### src/rtl/hazard_forward_unit_pkg.sv
// rtl/hazard_forward_unit_pkg.sv - shared widths, forward-select encodings and tracker slot type
package hazard_forward_unit_pkg;

    localparam int REG_FILE_ADDR_LEN = 5;

    // Operand mux select encodings, consumed unchanged by the EX operand muxes
    localparam logic [1:0] FWD_RF  = 2'd0;
    localparam logic [1:0] FWD_MEM = 2'd1;
    localparam logic [1:0] FWD_WB  = 2'd2;

    typedef struct packed {
        logic                         valid;
        logic [REG_FILE_ADDR_LEN-1:0] dest;
        logic                         wb_en;
        logic                         is_load;
    } slot_t;

    localparam slot_t SLOT_BUBBLE = '0;

    typedef enum logic [1:0] {
        ST_RUN,
        ST_STALL,
        ST_FLUSH
    } state_t;

    // A slot produces a source only if it will really write a non-zero register
    function automatic logic slot_match(input slot_t s, input logic [REG_FILE_ADDR_LEN-1:0] src);
        return s.valid && s.wb_en && (s.dest == src) && (s.dest != '0);
    endfunction

    // Newest producer wins: the instruction now in EX will sit in MEM when the consumer executes
    function automatic logic [1:0] fwd_select(input slot_t ex, input slot_t mem,
                                              input logic [REG_FILE_ADDR_LEN-1:0] src);
        if (slot_match(ex, src)) begin
            return FWD_MEM;
        end
        if (slot_match(mem, src)) begin
            return FWD_WB;
        end
        return FWD_RF;
    endfunction

endpackage

### src/rtl/hazard_forward_unit_slot.sv
// rtl/hazard_forward_unit_slot.sv - one pipeline tracker slot with bubble load
module hazard_slot
    import hazard_forward_unit_pkg::*;
(
    input  logic  clk,
    input  logic  rst,
    input  logic  i_load,
    input  slot_t i_slot,
    output slot_t o_slot
);

    slot_t r_slot;

    // Capture the incoming entry, or a bubble when the load is suppressed
    always_ff @(posedge clk) begin
        if (rst) begin
            r_slot <= SLOT_BUBBLE;
        end else if (i_load) begin
            r_slot <= i_slot;
        end else begin
            r_slot <= SLOT_BUBBLE;
        end
    end

    assign o_slot = r_slot;

endmodule

### src/rtl/hazard_forward_unit.sv
// rtl/hazard_forward_unit.sv - load-use stall, branch flush and EX operand forwarding control
module hazard_forward_unit
    import hazard_forward_unit_pkg::*;
(
    input  logic                         clk,
    input  logic                         rst,
    input  logic                         id_valid,
    input  logic [REG_FILE_ADDR_LEN-1:0] id_src1,
    input  logic [REG_FILE_ADDR_LEN-1:0] id_src2,
    input  logic                         id_uses_src2,
    input  logic [REG_FILE_ADDR_LEN-1:0] id_dest,
    input  logic                         id_wb_en,
    input  logic                         id_is_load,
    input  logic                         branch_taken,
    output logic [1:0]                   fwd_sel1,
    output logic [1:0]                   fwd_sel2,
    output logic                         stall,
    output logic                         flush,
    output logic [15:0]                  stall_cnt,
    output logic [15:0]                  flush_cnt
);

    slot_t       w_id;
    slot_t       w_ex;
    slot_t       w_mem;
    slot_t       w_wb;
    logic        w_load_use;
    logic        w_ex_load;
    logic        w_unused;
    state_t      r_state;
    state_t      w_state_next;
    logic [1:0]  r_fwd_sel1;
    logic [1:0]  r_fwd_sel2;
    logic [15:0] r_stall_cnt;
    logic [15:0] r_flush_cnt;

    assign w_id = '{valid: id_valid, dest: id_dest, wb_en: id_wb_en, is_load: id_is_load};

    // A load in EX cannot forward its data to the very next instruction
    assign w_load_use = id_valid && w_ex.is_load &&
                        (slot_match(w_ex, id_src1) || (id_uses_src2 && slot_match(w_ex, id_src2)));

    // Stall/flush outputs and next state; a taken branch overrides any pending stall
    always_comb begin
        w_state_next = r_state;
        stall        = 1'b0;
        flush        = 1'b0;
        if (!rst) begin
            flush = branch_taken;
            stall = (r_state == ST_RUN) && w_load_use && !branch_taken;
        end
        if (branch_taken) begin
            w_state_next = ST_FLUSH;
        end else begin
            case (r_state)
                ST_RUN:   w_state_next = stall ? ST_STALL : ST_RUN;
                ST_STALL: w_state_next = ST_RUN;
                ST_FLUSH: w_state_next = ST_RUN;
                default:  w_state_next = ST_RUN;
            endcase
        end
    end

    // Hazard FSM state register
    always_ff @(posedge clk) begin
        if (rst) begin
            r_state <= ST_RUN;
        end else begin
            r_state <= w_state_next;
        end
    end

    assign w_ex_load = id_valid && !stall && !flush;

    hazard_slot u_slot_ex (
        .clk    (clk),
        .rst    (rst),
        .i_load (w_ex_load),
        .i_slot (w_id),
        .o_slot (w_ex)
    );

    hazard_slot u_slot_mem (
        .clk    (clk),
        .rst    (rst),
        .i_load (1'b1),
        .i_slot (w_ex),
        .o_slot (w_mem)
    );

    hazard_slot u_slot_wb (
        .clk    (clk),
        .rst    (rst),
        .i_load (1'b1),
        .i_slot (w_mem),
        .o_slot (w_wb)
    );

    // Forward selects are decided as the instruction enters EX; bubbles read the register file
    always_ff @(posedge clk) begin
        if (rst) begin
            r_fwd_sel1 <= FWD_RF;
            r_fwd_sel2 <= FWD_RF;
        end else if (w_ex_load) begin
            r_fwd_sel1 <= fwd_select(w_ex, w_mem, id_src1);
            r_fwd_sel2 <= id_uses_src2 ? fwd_select(w_ex, w_mem, id_src2) : FWD_RF;
        end else begin
            r_fwd_sel1 <= FWD_RF;
            r_fwd_sel2 <= FWD_RF;
        end
    end

    // Saturating performance counters for stall and flush cycles
    always_ff @(posedge clk) begin
        if (rst) begin
            r_stall_cnt <= '0;
            r_flush_cnt <= '0;
        end else begin
            if (stall && (r_stall_cnt != 16'hFFFF)) begin
                r_stall_cnt <= r_stall_cnt + 16'd1;
            end
            if (flush && (r_flush_cnt != 16'hFFFF)) begin
                r_flush_cnt <= r_flush_cnt + 16'd1;
            end
        end
    end

    assign fwd_sel1  = r_fwd_sel1;
    assign fwd_sel2  = r_fwd_sel2;
    assign stall_cnt = r_stall_cnt;
    assign flush_cnt = r_flush_cnt;

    // The WB slot only retires entries, and MEM never needs its load flag
    assign w_unused = &{1'b0, w_wb, w_mem.is_load};

endmodule
### config.mk
export PLATFORM = sky130hd
export DESIGN_NAME = hazard_forward_unit
export DESIGN_NICKNAME = d
export VERILOG_FILES = /design/src/rtl/hazard_forward_unit_pkg.sv /design/src/rtl/hazard_forward_unit_slot.sv /design/src/rtl/hazard_forward_unit.sv
export SDC_FILE = /design/constraint.sdc
export NUM_CORES = 1
export LEC_CHECK = 0
export BUFFER_PORTS_ARGS = -buffer_cell sky130_fd_sc_hd__buf_2
export CORE_MARGIN = 2
export CORE_UTILIZATION = 47
export CTS_CLUSTER_SIZE = 12
export DETAILED_ROUTE_END_ITERATION = 8
export GPL_TIMING_DRIVEN = 0
export PLACE_DENSITY = 0.8
export SYNTH_ARGS = -nofsm -noshare
export SYNTH_HDL_FRONTEND = slang
export SYNTH_SLANG_ARGS = --single-unit
### constraint.sdc
create_clock -name clk -period 1.8 [get_ports clk]
set_input_delay 0.09 -clock clk [delete_from_list [all_inputs] [get_ports clk]]
set_output_delay 0.09 -clock clk [all_outputs]
set_load 0.05 [all_outputs]
* After elaboration in Yosys (flattened, before gate mapping) *
Index checks and enable logic that the tools add are counted.

word-level totals
  output and inout port bits = 38
  bits in latches = 0
  register bits = 53
  memories kept = 0
  bits in writable memories = 0
  memory bits (read-only) = 0

cells by class
  $lt $le $gt $ge = 0
  equality and inequality tests = 6
  multiply operators = 0
  add/sub/neg operators = 2
  div/mod/pow operators = 0
  shifts and indexed selects = 0
  bitwise gates (word level) = 3
  muxes and demuxes = 27
  reduce and logical (&&, ||, !) cells = 29

operators by type and width
  kind                   number
  $add 16x1->16 const B  2
  $ne 16x16->1 const B   2
  $eq 5x5->1             4
  $logic_and 1x1->1      19
  $mux 1                 18
  $mux 2                 9
  $reduce_bool 5->1      2
  $reduce_or 3->1        2
  $logic_not 1->1        3
  $not 1->1              3
  $logic_not 2->1        1
  $reduce_or 2->1        1
  $logic_or 1x1->1       1

* Depth between registers and ports, before layout *
  depth after elaboration = 19
  gate-level depth with buffers = 9

* Modules after synthesis *
A second synthesis with hierarchy kept.

second synthesis, totals
  cells, all modules = 267
  area total of the unflattened synthesis = 2539.9 µm²

modules (own cells, without submodules)
  module               area an instance (µm²)  seq. area each (µm²)  cells each  instances
  hazard_forward_unit  2079.5                  760.7                 235         1
  hazard_slot          230.2                   160.2                 16          2

* Worst setup path before layout *
No wires, ideal clock.

  path type = reg2reg
  start point = register r_stall_cnt[0] (netlist: stall_cnt[0])
  end point = register r_stall_cnt[1] (netlist: stall_cnt[1])
  clock period less this slack = 2384 ps
  slack = -584 ps
  setup time = 128 ps
  stages on the path, launching flop included = 10
  arrival time = 2257 ps
  path through = dfxtp_1 -> ha_1 -> nand3_2 -> nor4_1 -> a21oi_1 -> o21ai_2 -> buf_6 -> buf_12 -> mux2i_1 -> nor2_1

between the ends
  longest elaborated chain between the ends = 2
  elaborated cells on any way between the ends = 3
  classes of those cells = add/sub: 1; eq/ne: 1; reduce/logical: 1

ends and longest elaborated chain
  element                                                line                        text
  start: declaration                                     hazard_forward_unit.sv:34   logic [15:0] r_stall_cnt;
  start signal: assignment                               hazard_forward_unit.sv:120  r_stall_cnt <= r_stall_cnt + 16'd1;
  branches (longest 2 deep; another with $add 16x1->16)  -

Several ways; the timed one is not identified.
A chain may end at the register's enable or synchronous reset.

* Final worst setup path *
  start point = register u_slot_ex.r_slot, in the netlist u_slot_ex.o_slot[3]
  end point = register r_stall_cnt[1] (netlist: stall_cnt[1])

between the ends
  longest elaborated chain between the ends = 10
  elaborated cells on any way between the ends = 14
  classes of those cells = eq/ne: 2; mux: 1; reduce/logical: 11

ends and longest elaborated chain
  element                              line                            text
  start: declaration                   hazard_forward_unit_slot.sv:12  slot_t r_slot;
  start signal: assignment             hazard_forward_unit_slot.sv:19  r_slot <= i_slot;
  $eq 5x5->1                           hazard_forward_unit_pkg.sv:28   return s.valid && s.wb_en && (s.dest == src) && (s.dest != '0);
  $logic_and 1x1->1 (2 in series)      hazard_forward_unit_pkg.sv:28
  $logic_and 1x1->1                    hazard_forward_unit.sv:41       (slot_match(w_ex, id_src1) || (id_uses_src2 && slot_match(w_ex, id_src2)));
  $logic_or 1x1->1 (*)                 hazard_forward_unit.sv:41
  $logic_and 1x1->1 (*)                hazard_forward_unit.sv:40       assign w_load_use = id_valid && w_ex.is_load &&
  $logic_and 1x1->1 (*) (2 in series)  hazard_forward_unit.sv:50       stall = (r_state == ST_RUN) && w_load_use && !branch_taken;
  $mux 1 (*)                           hazard_forward_unit.sv:48       if (!rst) begin
  $logic_and 1x1->1 (*)                hazard_forward_unit.sv:119      if (stall && (r_stall_cnt != 16'hFFFF)) begin

Every way passes the cells marked *; elsewhere a longest branch is shown, timed or not.

==> metrics.csv <==
metric,value,unit
syn-cell-area,2420,um^2
syn-instance-count,265,
wl_per_cell,13.3,um
grt_max_degree,18,
path_max_fanout,8,
diodes,0,
fin_skew,0.0100,ns
hold_path_end,fwd_sel2[1]$_SDFF_PP0_,
rr_worst_depth,8,
rsz0062_at_grt,yes,
power,2.03,mW
htreeDepth,2,
synthFlopType,dfxtp_1,
gr-usage-met2,0.322,
num_rows,26,
synth_fp_nets,289,
gr-usage-met1,0.254,
yosysWarnings,0,
r2r_slack,-0.26,ns
nets,370,
fill_cells,401,
critPathRequiredTime,1.99,ns
ys_ff_latch,53,
reg2reg_from,u_slot_ex.o_slot[3]$_SDFF_PP0_,
die_w,75.8,um
die_y,75.8,um
busiest_layer,met2,
drive_gt1_frac,0.406,
hp-start,id_uses_src2,
areaGrowthSynthToFinish,35.4,%
period_share,1.15,
ys_async_sr_fraction,0,
start_kind,flop,
clock-sinks,53,
worstSkewPairLatency,0.31,ns
clockBufferDepth,2,
hold_depth,3,
antenna_found_initial,0,
hold_viol_final,0,
hp-class,in2reg,
grt_pass1_wl,8580,um
instances_no_fill,417,
leakagePower,1.36,nW
met3_usage,0.0463,
syn_avg_cell_area,9.15,um^2
gr-total-overflow,0,
cts_tree,yes,
crit_arrival,2.25,ns
regToRegEndpoint,stall_cnt[1]$_SDFFE_PP0P_,
worst_slack,-0.262,ns
yosys-top-cells-area,"dfxtp_1 (44%), xor2_1 (6.9%), xnor2_1 (6.1%)",
drv_slew,0,
yosysUniqueCellTypes,44,
via_count,2149,
maxCapViolCount,0,
clk_pin_slew_worst_paths,0.10,ns
final-setup-viol-count,27,
cts_buffers,5,
dieArea,5750,um^2
port_buffers,58,
min_period,2.06,ns
cts-root-buf,clkbuf_8,
synth_edf_count,0,
grt_pass1_vias,1886,
drc,0,
core,5040,um^2
max-slew-margin-rel,0.633,
violations,negative setup slack,
place.gp.congestion,0.797,
hpwlAfterDp,3900,um
critPathKind,reg2reg,
ys_seq_area_frac,0.438,
outcome,finished with violations,
ir_worst_vdd,0.391,mV
yosys.area.top_type,dfxtp_1,
tightest_slew,0.550,ns
grt_util_all_layers,0.198,
ant_nets,0,
yosys.area.top_type_share,0.438,
endpoint_kind,flop,
dr.pass1.iters,4,
routed_wl,5540,um
via_per_inst,5.15,
drt-initial-drc-count,78,
pin_count,60,
start_util,0.481,
dpl.cell_count,393,
max_freq,0.485,GHz
cellPowerDensity,618,nW/um^2
[cells in the mapped netlist (all sizes together), types with 9 or more instances]
cell type / number
dfxtp: 53
xor2: 19
nor2: 27
a21oi: 13
nand4: 9
nand2: 14
xnor2: 17
nor2b: 11
o21ai: 10
and2: 10
nand3: 16
[cell type report]
type / count / area [um^2] / share of cell area
buffer: 7 / 50.0 / 0.0152
clock buffer: 5 / 68.8 / 0.0210
clock inverter: 3 / 21.3 / 0.00648
inverter: 6 / 22.5 / 0.00686
multi-input combinational: 198 / 1460 / 0.445
sequential: 53 / 1120 / 0.340
tap: 70 / 87.6 / 0.0267
timing repair buffer: 75 / 453 / 0.138
[power breakdown]
group / internal [mW] / switching (mW)
clock network: 0.276 / 0.395
logic: 0.0765 / 0.0906
registers: 1.18 / 0.0148
[routing by layer]
| metal | vias up | wire, um |
|---|---|---|
| met5 | - | 0 |
| met4 | 0 | 93 |
| met3 | 9 | 279 |
| met2 | 48 | 2640 |
| met1 | 999 | 2530 |
| li1 | 1093 | - |
[cell families (layout without fill, tap and decap cells)]
logic type / after synthesis / in the layout / synth area share
and+or+nand+nor: 125 / 125 / 0.297
AOI/OAI and AO/OA: 32 / 32 / 0.0780
adders and majority gates: 2 / 2 / 0.0103
buffers and inverters: 14 / 96 / 0.0315
muxes: 3 / 3 / 0.0150
xor gates and xnor gates: 36 / 36 / 0.130
DFF: 53 / 53 / 0.438
[metrics by stage]
step / TNS (ns) / utilization / worst slack (ns) / instance area (um^2) / hold slack (ns)
4_1_cts: -3.60 / 0.624 / -0.237 / 3150 / 0.0455
6_report: -3.50 / 0.651 / -0.262 / 3280 / 0.0444
5_1_grt: -7.11 / 0.651 / -0.386 / 3280 / 0.0454
3_3_place_gp: -5.90 / 0.571 / -0.310 / 2880 / 0.290
2_1_floorplan: -0.384 / - / -0.0907 / 2500 / 0.212
3_5_place_dp: -7.02 / 0.571 / -0.332 / 2880 / 0.291
[worst max-delay path: stages, from the launching register on]
cell and delay [ns]:
dfxtp_4 0.37, or4_4 0.54, nor2_4 0.17, nor3_4 0.08, o21ai_4 0.25, buf_6 0.19
buf_12 0.12, mux2i_1 0.18, nor2_1 0.05
[flip-flops by register name, summed over array words and instances (netlist names)]
signal             flops
u_slot_mem.o_slot      7
fwd_sel1               2
r_state                2
stall_cnt             16
u_slot_ex.o_slot       8
fwd_sel2               2
flush_cnt             16
[timing repair]
action | in CTS | in global routing
buffers inserted | 5 | 3
pin swaps | 8 | 10
gates resized for setup | 16 | 17
hold endpoints to repair | 7 | 0
hold buffers | 7 | 0
gates cloned | 1 | 1
endpoints found under the setup margin | 31 | 39
[cells in the final DEF, fill, tap and decap left out, types with 3 or more instances in the layout]
master | synthesis | routed
buf_2 | 0 | 58
nor2_1 | 26 | 24
dfxtp_2 | 0 | 24
dfxtp_1 | 53 | 22
xor2_1 | 19 | 19
nand2_1 | 14 | 14
xnor2_1 | 17 | 13
nand3_1 | 15 | 13
a21oi_1 | 13 | 12
and2_1 | 10 | 10
nor2b_1 | 11 | 10
nand4_1 | 9 | 9
buf_4 | 0 | 9
dlygate4sd3_1 | 0 | 7
dfxtp_4 | 0 | 7
or3_1 | 7 | 6
or4_1 | 6 | 5
nor4_1 | 6 | 5
inv_1 | 6 | 5
clkbuf_8 | 0 | 5
xnor2_2 | 0 | 4
and3_1 | 4 | 4
o31ai_1 | 5 | 4
clkbuf_1 | 4 | 3
and4_1 | 3 | 3
o21ai_0 | 3 | 3
o21ai_2 | 1 | 3
nor3_1 | 3 | 3
[worst max-delay path by stage]
stage | startpoint | to | slack (ns) | cells after the start
final | u_slot_ex.o_slot[3]$_SDFF_PP0_ | stall_cnt[1]$_SDFFE_PP0P_ | -0.26 | 8
after global routing | u_slot_ex.o_slot[3]$_SDFF_PP0_ | stall_cnt[9]$_SDFFE_PP0P_ | -0.39 | 8
after CTS | u_slot_ex.o_slot[3]$_SDFF_PP0_ | stall_cnt[1]$_SDFFE_PP0P_ | -0.24 | 8
after detailed placement | u_slot_ex.o_slot[2]$_SDFF_PP0_ | stall_cnt[8]$_SDFFE_PP0P_ | -0.33 | 7
after global placement | u_slot_ex.o_slot[2]$_SDFF_PP0_ | stall_cnt[8]$_SDFFE_PP0P_ | -0.31 | 7
after floorplan | u_slot_ex.o_slot[3]$_SDFF_PP0_ | stall_cnt[8]$_SDFFE_PP0P_ | -0.09 | 7
Power figures use the tool's default switching activity.
